`src/rtl/alu_arbiter.sv`:
```
// alu_arbiter: two valid/ready requesters time-share one external combinational ALU.
// Optional macro ALU_ARB_ROUND_ROBIN_EN selects round-robin tie-break; default is fixed priority (req0).
//
// Ports:
//   clk, rst                  clock, synchronous active-high reset
//   req0_* / req1_*           valid (in), ready (out), op1/op2 (in 32), alu_op (in 4)
//   alu_op1/alu_op2/alu_alu_op  operands and opcode driven to the shared ALU (registered)
//   alu_result/alu_zero       shared ALU outputs (combinational, sampled in EXEC)
//   rsp_valid/rsp_ready       response handshake
//   rsp_id/rsp_result/rsp_zero  registered response fields
module alu_arbiter (
   input  logic        clk,
   input  logic        rst,
   input  logic        req0_valid,
   output logic        req0_ready,
   input  logic [31:0] req0_op1,
   input  logic [31:0] req0_op2,
   input  logic [3:0]  req0_alu_op,
   input  logic        req1_valid,
   output logic        req1_ready,
   input  logic [31:0] req1_op1,
   input  logic [31:0] req1_op2,
   input  logic [3:0]  req1_alu_op,
   output logic [31:0] alu_op1,
   output logic [31:0] alu_op2,
   output logic [3:0]  alu_alu_op,
   input  logic [31:0] alu_result,
   input  logic        alu_zero,
   output logic        rsp_valid,
   input  logic        rsp_ready,
   output logic        rsp_id,
   output logic [31:0] rsp_result,
   output logic        rsp_zero
);

   typedef enum logic [1:0] {
      IDLE,
      EXEC,
      RESP
   } state_t;

   state_t      state_q, state_d;
   logic [31:0] op1_q, op2_q;
   logic [3:0]  aop_q;
   logic        id_q;
   logic        last_grant_q;
   logic        rsp_id_q;
   logic [31:0] rsp_result_q;
   logic        rsp_zero_q;
   logic        grant;
   logic        accept;

   // grant: 0 selects requester 0, 1 selects requester 1.
   // Only meaningful when at least one valid is high.
   always_comb begin
`ifdef ALU_ARB_ROUND_ROBIN_EN
      if (req0_valid && req1_valid) begin
         grant = ~last_grant_q;
      end else begin
         grant = ~req0_valid;
      end
`else
      // Fixed priority. last_grant_q only fills the don't-care
      // case where neither requester is valid.
      grant = ~req0_valid & (req1_valid | last_grant_q);
`endif
   end

   always_comb begin
      state_d    = state_q;
      req0_ready = 1'b0;
      req1_ready = 1'b0;
      accept     = 1'b0;
      unique case (state_q)
         IDLE: begin
            if ((req0_valid || req1_valid) && !rst) begin
               accept     = 1'b1;
               req0_ready = ~grant;
               req1_ready = grant;
               state_d    = EXEC;
            end
         end
         EXEC: begin
            state_d = RESP;
         end
         RESP: begin
            if (rsp_ready) begin
               state_d = IDLE;
            end
         end
         default: begin
            state_d = IDLE;
         end
      endcase
   end

   always_ff @(posedge clk) begin
      if (rst) begin
         state_q      <= IDLE;
         op1_q        <= '0;
         op2_q        <= '0;
         aop_q        <= '0;
         id_q         <= 1'b0;
         last_grant_q <= 1'b1;
         rsp_id_q     <= 1'b0;
         rsp_result_q <= '0;
         rsp_zero_q   <= 1'b0;
      end else begin
         state_q <= state_d;
         if (accept) begin
            op1_q        <= grant ? req1_op1 : req0_op1;
            op2_q        <= grant ? req1_op2 : req0_op2;
            aop_q        <= grant ? req1_alu_op : req0_alu_op;
            id_q         <= grant;
            last_grant_q <= grant;
         end
         if (state_q == EXEC) begin
            rsp_result_q <= alu_result;
            rsp_zero_q   <= alu_zero;
            rsp_id_q     <= id_q;
         end
      end
   end

   assign alu_op1    = op1_q;
   assign alu_op2    = op2_q;
   assign alu_alu_op = aop_q;
   assign rsp_valid  = (state_q == RESP);
   assign rsp_id     = rsp_id_q;
   assign rsp_result = rsp_result_q;
   assign rsp_zero   = rsp_zero_q;

endmodule

```
`config.mk`:
```
export PLATFORM = sky130hd
export DESIGN_NAME = alu_arbiter
export DESIGN_NICKNAME = d
export VERILOG_FILES = /design/src/rtl/alu_arbiter.sv
export SDC_FILE = /design/constraint.sdc
export NUM_CORES = 1
export LEC_CHECK = 0
export ABC_AREA = 1
export CORE_ASPECT_RATIO = 1.25
export CORE_MARGIN = 5
export CORE_UTILIZATION = 25
export DETAILED_ROUTE_END_ITERATION = 8
export PLACE_DENSITY_LB_ADDON = 0.12
export SYNTH_ARGS = -nofsm -noshare
export SYNTH_HDL_FRONTEND = slang
export SYNTH_SLANG_ARGS = --single-unit
```
`constraint.sdc`:
```
create_clock -name clk -period 2.7 [get_ports clk]
set_input_delay 0.27 -clock clk [delete_from_list [all_inputs] [get_ports clk]]
set_output_delay 0.27 -clock clk [all_outputs]
set_load 0.02 [all_outputs]
```
==> results.sh, run 1 <==
export IMPL_ys_warn_count=0
export IMPL_worst_setup_path_end_kind="primary output"
export IMPL_grt_max_degree=137
export IMPL_finalNetCount=1313
export IMPL_postCtsResizedCells=0
export IMPL_fin_crit_ns=2.11
export IMPL_post_cts_buffers=0
export IMPL_layout_common_cells="nand2_1 (279), clkdlybuf4s50_1 (278), nor2_1 (274), inv_1 (142), dfxtp_1 (106)"
export IMPL_finalHoldViolCount=0
export IMPL_vias=5505
export IMPL_place_gp_congestion=0.761
export IMPL_crit_fanout=2
export IMPL_dr_pass1_iters=4
export IMPL_setup_viol=0
export IMPL_drtAntennaViolNets=0
export IMPL_p_leak_nw=4.02
export IMPL_fmax_mhz=474
export IMPL_clock_skew_ns=0.0155
export IMPL_dieHeight_um=172
export IMPL_fillCellCount=2234
export IMPL_rows=59
export IMPL_yosysSeqAreaShare_pct=40.4
export IMPL_dieArea_um2=24000
export IMPL_fin_crit_sh_pct=78.1
export IMPL_maxCapViolCount=0
export IMPL_max_slew_margin_pct=24.1
export IMPL_portBuffers=278
export IMPL_crit_path_start_kind="primary input"
export IMPL_grt_setup_unrepaired="false"
export IMPL_drc=0
export IMPL_setup_tns_ns=0
export IMPL_clk_pin_slew_ns=0.09
export IMPL_cts_htree_levels=3
export IMPL_dp_hpwl_mm=12.4
export IMPL_worstMarginPinSlew_ns=1.14
export IMPL_grt_usage_pct=14.0
export IMPL_drive_above_1_share_pct=2.45
export IMPL_initial_utilization_pct=25.3
export IMPL_cts_tree="done"
export IMPL_syn_avg_cell_area_um2=5.89
export IMPL_clock_latency_ns=0.35
export IMPL_layout_commonest_cell="nand2_1"
export IMPL_wl_mm=17.6
export IMPL_path_class="in -> out"
export IMPL_wire_per_inst_um=12.4
export IMPL_synth_distinct_cells=16
export IMPL_syn_area_um2=5250
export IMPL_cts_buffers=9
export IMPL_p_per_area_nw_per_um2=528
export IMPL_antenna_found_initial=2
export IMPL_slew_viol_final=0
export IMPL_grt_pass1_vias=5096
export IMPL_syn_inst=891
export IMPL_drtIter0Drc=206
export IMPL_io_pins=279
export IMPL_crit_required_ns=2.43
export IMPL_vias_per_cell=3.87
export IMPL_area_growth_pct=61.0
export IMPL_grt_ovfl_total=0
export IMPL_crit_arrival_ns=1.84
export IMPL_clock_path_buffers=2
export IMPL_postCtsHoldBufs=0
export IMPL_status="complete, no violations"
export IMPL_ys_ff_latch=106
export IMPL_dieWidth_um=140
export IMPL_hp_class="reg -> reg"
export IMPL_cts_root_buf="clkbuf_16"
export IMPL_p_total_mw=4.46
export IMPL_synth_fp_nets=1065
export IMPL_max_vdd_ir_drop_v=0.000285
export IMPL_core_area_um2=20700
export IMPL_grt_pass1_wl_mm=27.1
export IMPL_cts_sinks=106
## sequential cells by signal (all words and copies together) (netlist names)
name	count
alu_op1	32
rsp_zero	1
rsp_result	32
last_grant_q	1
rsp_id	1
alu_alu_op	4
state_q	2
alu_op2	32
id_q	1
## synthesized netlist by cell type, drive strengths merged
library cell | number | area, um2
nand3 | 1 | 5.00
dfxtp | 106 | 2120
o21ai | 35 | 175
inv | 144 | 541
buf | 39 | 262
clkbuf | 7 | 26.3
a21oi | 2 | 10.0
nand2 | 280 | 1050
nor2 | 277 | 1050
## path summary, 6_finish.rpt
check,from,endpoint,slack [ns],depth (start not counted)
worst max-delay path,req1_valid,req0_ready,0.59,6
worst min-delay path,rsp_result[8],rsp_result[8],0.48,2
worst min register to register,rsp_result[8],rsp_result[8],0.48,2
worst max register to register,state_q[1],alu_op2[10],0.94,7
## where the power goes
| part | total (mW) | internal (mW) | switching (mW) |
|---|---|---|---|
| logic | 1.35 | 0.659 | 0.692 |
| clock network | 1.31 | 0.652 | 0.663 |
| registers | 1.79 | 1.72 | 0.0733 |
## stage by stage
stage | hold WS, ns | util [%] | std cells | instance area, um2 | worst slack [ns]
3_3_place_gp | 0.449 | 39.3 | 1402 | 8150 | 0.519
6_report | 0.483 | 40.7 | 1421 | 8450 | 0.591
3_5_place_dp | 0.469 | 39.3 | 1402 | 8150 | 0.514
4_1_cts | 0.490 | 40.7 | 1418 | 8440 | 0.583
2_1_floorplan | 0.339 | - | 891 | 5250 | 1.41
5_1_grt | 0.511 | 40.7 | 1420 | 8440 | 0.512
## worst max-delay path, stage by stage
cell and delay, ns:
clkdlybuf4s50_1 0.54, nor2_2 0.08, nor2_1 0.12, nand2_2 0.07, nor2_1 0.13, clkdlybuf4s50_1 0.63
## metal layers
metal  global-route usage, %  wire (um)
met4                    4.80        316
met5                       0          0
met3                    4.40       1230
met1                    15.9       7260
met2                    25.1       8770
## cell families (layout without fill, tap and decap cells)
| group | Yosys count | after routing | synth area share [%] |
|---|---|---|---|
| AOI/OAI and AO/OA | 37 | 37 | 3.53 |
| buffers and inverters | 190 | 443 | 15.8 |
| DFF | 106 | 106 | 40.4 |
| other | 0 | 3 | 0 |
| and+or+nand+nor | 558 | 558 | 40.2 |
## layout make-up
cell class                 instances  area [um2]  area share (%)
timing repair buffer             283        2830            33.5
multi-input combinational        595        2310            27.3
sequential                       106        2120            25.1
inverter                         144         542            6.41
tap                              274         343            4.06
clock buffer                       9         225            2.67
clock inverter                     7        67.6           0.800
antenna                            3        7.51          0.0889
No activity file was read; power rests on OpenSTA's default activity.
==> run 2, diff against run 1 <==
- clock period: 2.7 -> 1.7 ns (I/O delays scaled with it)
==> run 2 against run 1 <==
Compared with the run above:
- critical path depth did not move
- hold slack got worse by 0.053 ns
- clock skew is 0.0027 ns lower
- via count increased by 0.11%
- utilization is 0.73 points higher
- first-iteration DRC count fell by 9.7%
- highest routed layer unchanged
==> results.sh, run 2 (synthesis gave the netlist of run 1 again) <==
export IMPL_layout_common_cells="nand2_1 (279), clkdlybuf4s50_1 (275), nor2_1 (274), inv_1 (142), dfxtp_1 (106)"
export IMPL_place_area_um2=8290
export IMPL_drive_above_1_share_pct=3.46
export IMPL_hp_class="in -> reg"
export IMPL_drtAntennaViolNets=0
export IMPL_crit_fanout=2
export IMPL_final_cells=1429
export IMPL_p_per_area_nw_per_um2=839
export IMPL_max_slew_margin_pct=68.2
export IMPL_cts_root_buf="clkbuf_16"
export IMPL_fin_crit_ns=1.60
export IMPL_cts_sinks=106
export IMPL_wire_per_inst_um=12.2
export IMPL_core_area_um2=20700
export IMPL_rows=59
export IMPL_area_growth_pct=63.9
export IMPL_cts_htree_levels=3
export IMPL_slew_viol_final=0
export IMPL_initial_utilization_pct=25.3
export IMPL_stdcell_area_um2=8600
export IMPL_io_pins=279
export IMPL_clock_latency_ns=0.36
export IMPL_whs_ns=0.430
export IMPL_postCtsHoldBufs=0
export IMPL_fin_crit_sh_pct=94.1
export IMPL_dieHeight_um=172
export IMPL_drtIter0Drc=186
export IMPL_finalHoldViolCount=0
export IMPL_grt_max_degree=70
export IMPL_reg2reg_slack_ns=0.31
export IMPL_crit_arrival_ns=1.43
export IMPL_postCtsResizedCells=3
export IMPL_cts_buffers=9
export IMPL_path_class="in -> out"
export IMPL_setup_tns_ns=0
export IMPL_maxCapViolCount=0
export IMPL_antenna_found_initial=0
export IMPL_grt_usage_pct=14.2
export IMPL_dieArea_um2=24000
export IMPL_cts_tree="done"
export IMPL_worstMarginPinSlew_ns=0.476
export IMPL_clk_pin_slew_ns=0.09
export IMPL_post_cts_buffers=0
export IMPL_dp_cells=1413
export IMPL_fmax_mhz=625
export IMPL_p_total_mw=7.21
export IMPL_drc=0
export IMPL_grt_pass1_vias=5206
export IMPL_crit_path_start_kind="primary input"
export IMPL_place_gp_congestion=0.758
export IMPL_portBuffers=278
export IMPL_dr_pass1_iters=4
export IMPL_setup_viol=0
export IMPL_grt_setup_unrepaired="false"
export IMPL_status="complete, no violations"
export IMPL_n_antenna_cell=0
export IMPL_dp_hpwl_mm=12.9
export IMPL_dieWidth_um=140
export IMPL_clock_path_buffers=2
export IMPL_vias=5511
export IMPL_crit_required_ns=1.53
export IMPL_clock_skew_ns=0.0128
export IMPL_vias_per_cell=3.86
export IMPL_worst_setup_path_end_kind="primary output"
export IMPL_grt_ovfl_total=0
export IMPL_grt_pass1_wl_mm=27.3
export IMPL_layout_commonest_cell="nand2_1"
export IMPL_max_vdd_ir_drop_v=0.000462
export IMPL_finalNetCount=1324
export IMPL_p_leak_nw=4.11
export IMPL_wl_mm=17.5
run 2: cell types whose count changed in the layout (fill, tap and decap cells not counted), sizes merged:
| cell | previous run | this run |
|---|---|---|
| buf | 5 | 16 |
| diode | 3 | 0 |
| clkdlybuf4s50 | 278 | 275 |
| dlygate4sd2 | 0 | 2 |
| clkbuf | 9 | 10 |
run 2: final timing paths:
kind,cells after the start,startpoint,endpoint
worst max-delay path,6,req1_valid,req0_ready
worst min-delay path,3,alu_result[3],rsp_result[3]
worst max register to register,8,state_q[1],alu_op1[31]
worst min register to register,2,id_q,rsp_id
run 2: final cells by class:
type                            instances  area (um2)
Tap cell                              274         343
Inverter                              144         542
Timing Repair Buffer                  294        2970
Fill cell                            2272       12100
Clock inverter                          7        88.8
Multi-Input combinational cell        595        2310
Clock buffer                            9         225
Sequential cell                       106        2120
run 2: per-stage QoR:
step                      util [%]  setup slack [ns]
after CTS                     41.5           0.00474
after global routing          41.4            0.0341
after floorplan                  -             0.468
after global placement        40.0            -0.185
after detailed placement      40.0            -0.190
final                         41.4            0.0996
run 2: where the power goes:
group | leakage (nW) | internal [mW] | switching, mW
clock | 0.153 | 1.07 | 1.10
combinational | 3.08 | 1.09 | 1.11
sequential | 0.874 | 2.73 | 0.117
total | 4.11 | 4.88 | 2.33
run 2: layer usage:
metal	global-route usage [%]	vias to the layer above	routed length, um
li1	-	3055	-
met1	16.1	2293	7260
met2	26.2	151	8860
met3	3.93	12	1130
met4	3.79	0	209
met5	0	-	0
run 2: worst max-delay path, cell delays in order:
cell	delay, ns
clkdlybuf4s50_1	0.43
buf_4	0.15
o21ai_4	0.11
inv_1	0.06
nor2_1	0.13
dlygate4sd2_1	0.37
